## src/rtl/algorithm_multi_vc_pkg.sv

```systemverilog
// Shared router types: routing-header TID, output port enum, AXI-Stream
// forward/backward structs and the flattened channel-index helper.
// Channel numbering is port*VC_PER_PORT + vc, ports ordered L,N,E,S,W.
package algorithm_multi_vc_pkg;

   localparam int AXIS_DATA_W = 32;
   localparam int AXIS_ID_W   = 4;

   // TID value that marks the first beat of a packet
   localparam logic [AXIS_ID_W-1:0] ROUTING_HEADER = 4'hA;

   typedef enum logic [2:0] {
      PORT_LOCAL = 3'd0,
      PORT_NORTH = 3'd1,
      PORT_EAST  = 3'd2,
      PORT_SOUTH = 3'd3,
      PORT_WEST  = 3'd4
   } port_e;

   typedef struct packed {
      logic                   tvalid;
      logic                   tlast;
      logic [AXIS_ID_W-1:0]   tid;
      logic [AXIS_DATA_W-1:0] tdata;
   } axis_mosi_t;

   typedef struct packed {
      logic tready;
   } axis_miso_t;

   function automatic int chan_index(input port_e port, input int vc, input int vc_per_port);
      return int'(port) * vc_per_port + vc;
   endfunction

endpackage

```

## src/rtl/algorithm_multi_vc_vc_select.sv

```systemverilog
// Lowest-free-VC priority encoder over the busy bits of one output port.
// Purely combinational, zero latency; no flow control of its own.
// Ports: busy_i (per-VC busy), vc_o (lowest free VC), none_free_o (all busy).
module vc_select #(
   parameter int VC_PER_PORT = 2,
   parameter int VC_WIDTH    = 1
) (
   input  logic [VC_PER_PORT-1:0] busy_i,
   output logic [VC_WIDTH-1:0]    vc_o,
   output logic                   none_free_o
);

   // Scan from the top so the lowest free index is the last one written
   always_comb begin
      vc_o        = '0;
      none_free_o = 1'b1;
      for (int i = VC_PER_PORT - 1; i >= 0; i--) begin
         if (!busy_i[i]) begin
            vc_o        = VC_WIDTH'(i);
            none_free_o = 1'b0;
         end
      end
   end

endmodule

```

## src/rtl/algorithm_multi_vc.sv

```systemverilog
// Per-input Y-first routing stage: picks output port + VC, locks it header..TLAST.
// Latency: zero-cycle combinational forward/backpressure path; lock/drop registered.
// Backpressure: header stalls while its channel is busy; stray IDLE beats are sunk.
// Ports: clk_i/rst_i (sync, active-high), in_mosi_i/in_miso_o input stream,
//   out_mosi_o/out_miso_i per-channel streams, target_x_i/target_y_i destination,
//   vc_sel_i requested VC, chan_busy_i foreign ownership, chan_lock_o ownership,
//   drop_o stray-beat pulse. Option macro: ADAPTIVE_VC_EN (lowest free VC).
module algorithm_multi_vc
   import algorithm_multi_vc_pkg::*;
#(
   parameter int VC_PER_PORT         = 2,
   parameter int PORT_NUMBER         = 5,
   parameter int CHANNEL_NUMBER      = PORT_NUMBER * VC_PER_PORT,
   parameter int MAX_ROUTERS_X       = 4,
   parameter int MAX_ROUTERS_Y       = 4,
   parameter int MAX_ROUTERS_X_WIDTH = $clog2(MAX_ROUTERS_X),
   parameter int MAX_ROUTERS_Y_WIDTH = $clog2(MAX_ROUTERS_Y),
   parameter int ROUTER_X            = 0,
   parameter int ROUTER_Y            = 0,
   parameter int VC_WIDTH            = (VC_PER_PORT > 1) ? $clog2(VC_PER_PORT) : 1
) (
   input  logic                                clk_i,
   input  logic                                rst_i,
   input  axis_mosi_t                          in_mosi_i,
   output axis_miso_t                          in_miso_o,
   output axis_mosi_t [CHANNEL_NUMBER-1:0]     out_mosi_o,
   input  axis_miso_t [CHANNEL_NUMBER-1:0]     out_miso_i,
   input  logic [MAX_ROUTERS_X_WIDTH-1:0]      target_x_i,
   input  logic [MAX_ROUTERS_Y_WIDTH-1:0]      target_y_i,
   input  logic [VC_WIDTH-1:0]                 vc_sel_i,
   input  logic [CHANNEL_NUMBER-1:0]           chan_busy_i,
   output logic [CHANNEL_NUMBER-1:0]           chan_lock_o,
   output logic                                drop_o
);

   localparam int CH_W = (CHANNEL_NUMBER > 1) ? $clog2(CHANNEL_NUMBER) : 1;
   localparam logic [MAX_ROUTERS_X_WIDTH-1:0] RX = MAX_ROUTERS_X_WIDTH'(ROUTER_X);
   localparam logic [MAX_ROUTERS_Y_WIDTH-1:0] RY = MAX_ROUTERS_Y_WIDTH'(ROUTER_Y);

   typedef enum logic {ST_IDLE, ST_LOCKED} state_e;

   state_e                    state_q;
   logic [CH_W-1:0]           ch_q;
   logic                      single_q;   // locked by a header that was also TLAST
   logic                      drop_q;
   logic [CHANNEL_NUMBER-1:0] lock_q;

   port_e                     port_sel;
   logic [VC_WIDTH-1:0]       vc_pick;
   logic [CH_W-1:0]           ch_new;
   logic [CH_W-1:0]           ch_cur;
   logic                      vc_ok;
   logic                      is_header;
   logic                      route_en;
   logic                      hs;

   assign is_header = in_mosi_i.tvalid && (in_mosi_i.tid == ROUTING_HEADER);

   // Y-first dimension-order routing
   always_comb begin
      if (target_x_i == RX && target_y_i == RY) port_sel = PORT_LOCAL;
      else if (target_y_i < RY)                 port_sel = PORT_NORTH;
      else if (target_y_i > RY)                 port_sel = PORT_SOUTH;
      else if (target_x_i > RX)                 port_sel = PORT_EAST;
      else                                      port_sel = PORT_WEST;
   end

   assign ch_new = CH_W'(chan_index(port_sel, int'(vc_pick), VC_PER_PORT));

`ifdef ADAPTIVE_VC_EN
   logic none_free;

   vc_select #(
      .VC_PER_PORT (VC_PER_PORT),
      .VC_WIDTH    (VC_WIDTH)
   ) u_vc_select (
      .busy_i      (chan_busy_i[int'(port_sel)*VC_PER_PORT +: VC_PER_PORT]),
      .vc_o        (vc_pick),
      .none_free_o (none_free)
   );

   assign vc_ok = !none_free;
`else
   assign vc_pick = VC_WIDTH'(int'(vc_sel_i) % VC_PER_PORT);
   assign vc_ok   = !chan_busy_i[ch_new];
`endif

   // Forward path. During the single-beat hold cycle nothing is routed.
   always_comb begin
      out_mosi_o = '0;
      in_miso_o  = '0;
      route_en   = 1'b0;
      ch_cur     = ch_q;
      if (!rst_i) begin
         if (state_q == ST_LOCKED) begin
            route_en = !single_q;
         end else if (is_header) begin
            route_en = vc_ok;
            ch_cur   = ch_new;
         end else if (in_mosi_i.tvalid) begin
            in_miso_o.tready = 1'b1;   // stray beat is sunk
         end
      end
      if (route_en) begin
         out_mosi_o[ch_cur] = in_mosi_i;
         in_miso_o          = out_miso_i[ch_cur];
      end
   end

   assign hs = route_en && in_mosi_i.tvalid && out_miso_i[ch_cur].tready;

   always_ff @(posedge clk_i) begin
      if (rst_i) begin
         state_q  <= ST_IDLE;
         ch_q     <= '0;
         single_q <= 1'b0;
         lock_q   <= '0;
         drop_q   <= 1'b0;
      end else begin
         drop_q <= (state_q == ST_IDLE) && in_mosi_i.tvalid && !is_header;
         if (state_q == ST_IDLE) begin
            if (hs) begin
               state_q        <= ST_LOCKED;
               ch_q           <= ch_cur;
               single_q       <= in_mosi_i.tlast;
               lock_q         <= '0;
               lock_q[ch_cur] <= 1'b1;
            end
         end else if (single_q || (hs && in_mosi_i.tlast)) begin
            state_q  <= ST_IDLE;
            single_q <= 1'b0;
            lock_q   <= '0;
         end
      end
   end

   assign chan_lock_o = lock_q;
   assign drop_o      = drop_q;

endmodule

```

## config.mk

```make
export PLATFORM = sky130hd
export DESIGN_NAME = algorithm_multi_vc
export DESIGN_NICKNAME = d
export VERILOG_FILES = /design/src/rtl/algorithm_multi_vc_pkg.sv /design/src/rtl/algorithm_multi_vc_vc_select.sv /design/src/rtl/algorithm_multi_vc.sv
export SDC_FILE = /design/constraint.sdc
export NUM_CORES = 1
export LEC_CHECK = 0
export ABC_AREA = 1
export CAP_MARGIN = 20
export CORE_AREA = 5 5 175 177
export DETAILED_ROUTE_END_ITERATION = 16
export DIE_AREA = 0 0 180 182
export SKIP_CTS_REPAIR_TIMING = 1
export SYNTH_ARGS = -nofsm -noshare
export SYNTH_HDL_FRONTEND = slang
export SYNTH_SLANG_ARGS = --single-unit
```

## constraint.sdc

```tcl
create_clock -name clk_i -period 1.8 [get_ports clk_i]
set_input_delay 0.27 -clock clk_i [delete_from_list [all_inputs] [get_ports clk_i]]
set_output_delay 0.27 -clock clk_i [all_outputs]
set_load 0.1 [all_outputs]
```

==> summary.md <==
| Metric | Value |
|---|---|
| CTS max path bufs | `2` |
| Clk root buf | `clkbuf_16` |
| Max-Cap Viols | `0` |
| Drt via density | `~4.2` |
| CP arrival | `~2300 ps` |
| Clk_lat worst skew | `250 ps` |
| Placed cell area | `approximately 16000 µm²` |
| CTS sink cnt | `17` |
| Sw Share | `33.7%` |
| Worst-path fanout max | `14` |
| Netlist cell types | `32` |
| RD Place Congestion | `about 0.84` |
| Peak Freq | `397 MHz` |
| Post-Place Cells | `1549` |
| Synthesized area | `2940 µm²` |
| Drt pass-1 iters | `5` |
| Share of synthesized flip-flops with an asynchronous set or reset | `0%` |
| Mapped Cells | `between 600 and 700` |
| Crit path time final | `2520 ps` |
| Reg2Reg Launch Point | `state_q` |
| Register Area | `342 µm²` |
| Total power | `between 1 and 1.5 mW` |
| CTS Buf Count | `3` |
| Fin crit share | `140%` |
| Reg2reg end | `chan_lock_o[2]` |
| Post-synth top cells | `402 x nor2_1, 93 x nand2_1, 30 x inv_1, 27 x buf_2, 17 x dfxtp_1` |
| Final core utilization | `about three fifths` |
| Post-synth EDFFs | `0` |
| Sequential share of the synthesized area | `between 10% and 20%` |
| Worst-path clk slew | `approximately 50 ps` |
| Number of vias in the routed layout | `approximately 6700` |
| Fin cells | `1596` |
| Die height | `around 180 µm` |
| Syn nets | `slightly above 700` |
| WHS Endpoint | `chan_lock_o[4]` |
| Max-slew violation count | `0` |
| First-pass GRT wire length | `approximately 47000 µm` |
| Seq cells post-synth | `17` |
| CTS tree | `done` |
| Sw Pwr | `about 0.48 mW` |
| Flop2flop setup slack | `-490 ps` |
| Failing checks | `negative setup slack` |
| Num rows | `between 60 and 70` |
| Power per Cell Area | `about 80 nW/µm²` |
| H-tree depth | `1` |
| Nets@finish | `~1300` |
| Critical path class | `reg -> out` |
| Element type at the critical path end | `primary output` |
| Gr usage total | `18.7%` |
| Share of layout cells above drive strength 1 | `between 80% and 90%` |
| Tightest Pin Transition | `362 ps` |
| Worst setup SP type | `register` |
| Final hold violation count | `0` |
| Post-synth top area share | `about half` |
| Final wirelength | `between 30000 and 40000 µm` |
| Final instance area | `approximately 17000 µm²` |
| Area leader, netlist | `nor2_1` |
| Initial Utilization | `between 10% and 20%` |
| Hold WC Path Type | `in -> reg` |
| DP HPWL | `about 27000 µm` |
| Vias in the first global route | `around 6700` |
| Die area | `32800 µm²` |
| Mean Syn Cell Area | `between 4 and 5 µm²` |
| Setup WS post-layout | `-719 ps` |
| I/O pins | `between 400 and 500` |
| WL per Instance | `~23 µm` |
| Rel. slew slack | `between 70% and 80%` |
| Leakage | `between 5 and 6 nW` |
| Flop pwr share | `between 20% and 30%` |
| VDD IR max | `0.469 mV` |
| Cells on worst reg2reg path | `16` |
| RSZ-0062 raised after global routing | `true` |
| Gr ovfl total | `0` |
| Required @ worst endpoint | `1530 ps` |
| Fin Hold WS | `~450 ps` |
| Ys flop type | `dfxtp_1` |
| Clock power frac | `31.1%` |
| Antenna violations before repair | `1` |
| Pint | `0.949 mW` |
| Clock skew | `around 3.0 ps` |
| Hold-critical path depth | `3` |
| Die Width | `180 µm` |
| Largest net degree at the start of global routing | `21` |
| Setup-violating endpoint count in the final report | `slightly below 400` |
| Hold path start | `rst_i` |
| Multi-input gate area | `between 5000 and 6000 µm²` |
| Synth warn | `0` |
| Crit path launch | `state_q` |
| Core area | `29100 µm²` |
| Synth top area cells | `nor2_1 51%, nand2_1 12%, dfxtp_1 12%, buf_2 4.6%, inv_1 3.8%` |
| Port Buffers | `roughly 450` |
| Fill count | `2162` |
| Outcome | `finished, violations left` |
| Residual DRC count | `0` |
| First DRT Iteration DRCs | `198` |
| Routed Antenna Nets | `0` |
| Synthesis-to-layout area growth | `490%` |
| Gate power share | `~42%` |
| Most frequent cell after synthesis | `nor2_1` |
## final cells by class
class,instances,share of cell area (%)
antenna,1,0.0144
clock buffer,3,0.432
clock inverter,1,0.0288
inverter,36,1.04
multi-input combinational,551,32.7
sequential,17,1.97
tap,390,2.81
timing repair buffer,597,61.0
## worst max path at each step
stage,end,slack [ps]
after floorplan,out_mosi_o[56],-930
after global placement,out_mosi_o[199],-1090
after detailed placement,out_mosi_o[199],-1120
after CTS,out_mosi_o[199],-1120
after global routing,out_mosi_o[266],-830
final,out_mosi_o[266],-720
## logic make-up (layout without fill, tap and decap cells)
family / after synthesis / in the layout / synth area share (%)
AND/OR/NAND/NOR: 531 / 534 / 72.9
AO/OA/AOI/OAI: 17 / 17 / 3.61
other: 0 / 1 / 0
buffers and inverters: 82 / 637 / 11.9
flip-flops: 17 / 17 / 11.6
## flip-flops by register name, indices dropped and copies added, names as in the netlist
signal,flops
state_q,1
chan_lock_o,10
single_q,1
drop_o,1
ch_q,4
## power by group through the flow
| stage | clock, mW | sequential, mW | combinational, mW |
|---|---|---|---|
| floorplan | 0 | 0.402 | 0.220 |
| global placement | 0 | 0.388 | 0.496 |
| detailed placement | 0 | 0.388 | 0.501 |
| CTS | 0.453 | 0.380 | 0.502 |
| global route | 0.474 | 0.380 | 0.634 |
| finish | 0.445 | 0.380 | 0.607 |
## through the flow
| step | setup slack [ps] | setup TNS (ps) |
|---|---|---|
| after floorplan | -926 | -212760 |
| after global placement | -1090 | -387220 |
| after detailed placement | -1120 | -402060 |
| after CTS | -1120 | -399750 |
| after global routing | -828 | -289350 |
| final | -719 | -244700 |
## cells in the final DEF, fill, tap and decap left out, types with 6 or more instances in the layout
cell and n:
buf_12 425, nor2_4 369, buf_4 71, clkdlybuf4s50_1 47, nand2_1 45, nand2_8 29, clkbuf_16 27, nor2_2 25
inv_1 20, dfxtp_1 16, nand2_4 15, dlymetal6s2s_1 12, nand2_2 11, nor2_1 11, inv_2 9, nand3_1 9
buf_16 8, a21oi_1 7, nand4_1 6, buf_6 6
## per-layer routing
metal,vias up,routed length [µm],global-route usage (%)
li1,3116,-,-
met1,3247,13900,21.6
met2,250,20200,35.9
met3,47,1580,2.88
met4,0,872,4.39
met5,-,0,0
## critical path, cell delays in order (launching register included)
cell     delay [ps]
dfxtp_2         330
inv_4            60
nand2_4          70
nor2_8          170
nand2_8          90
buf_4           150
nand2_4          70
inv_2            50
nor2_4          100
buf_4           120
buf_6           120
nand2_4         110
buf_12          200
nor2_4          140
buf_12          180
Power figures use the tool's default switching activity.
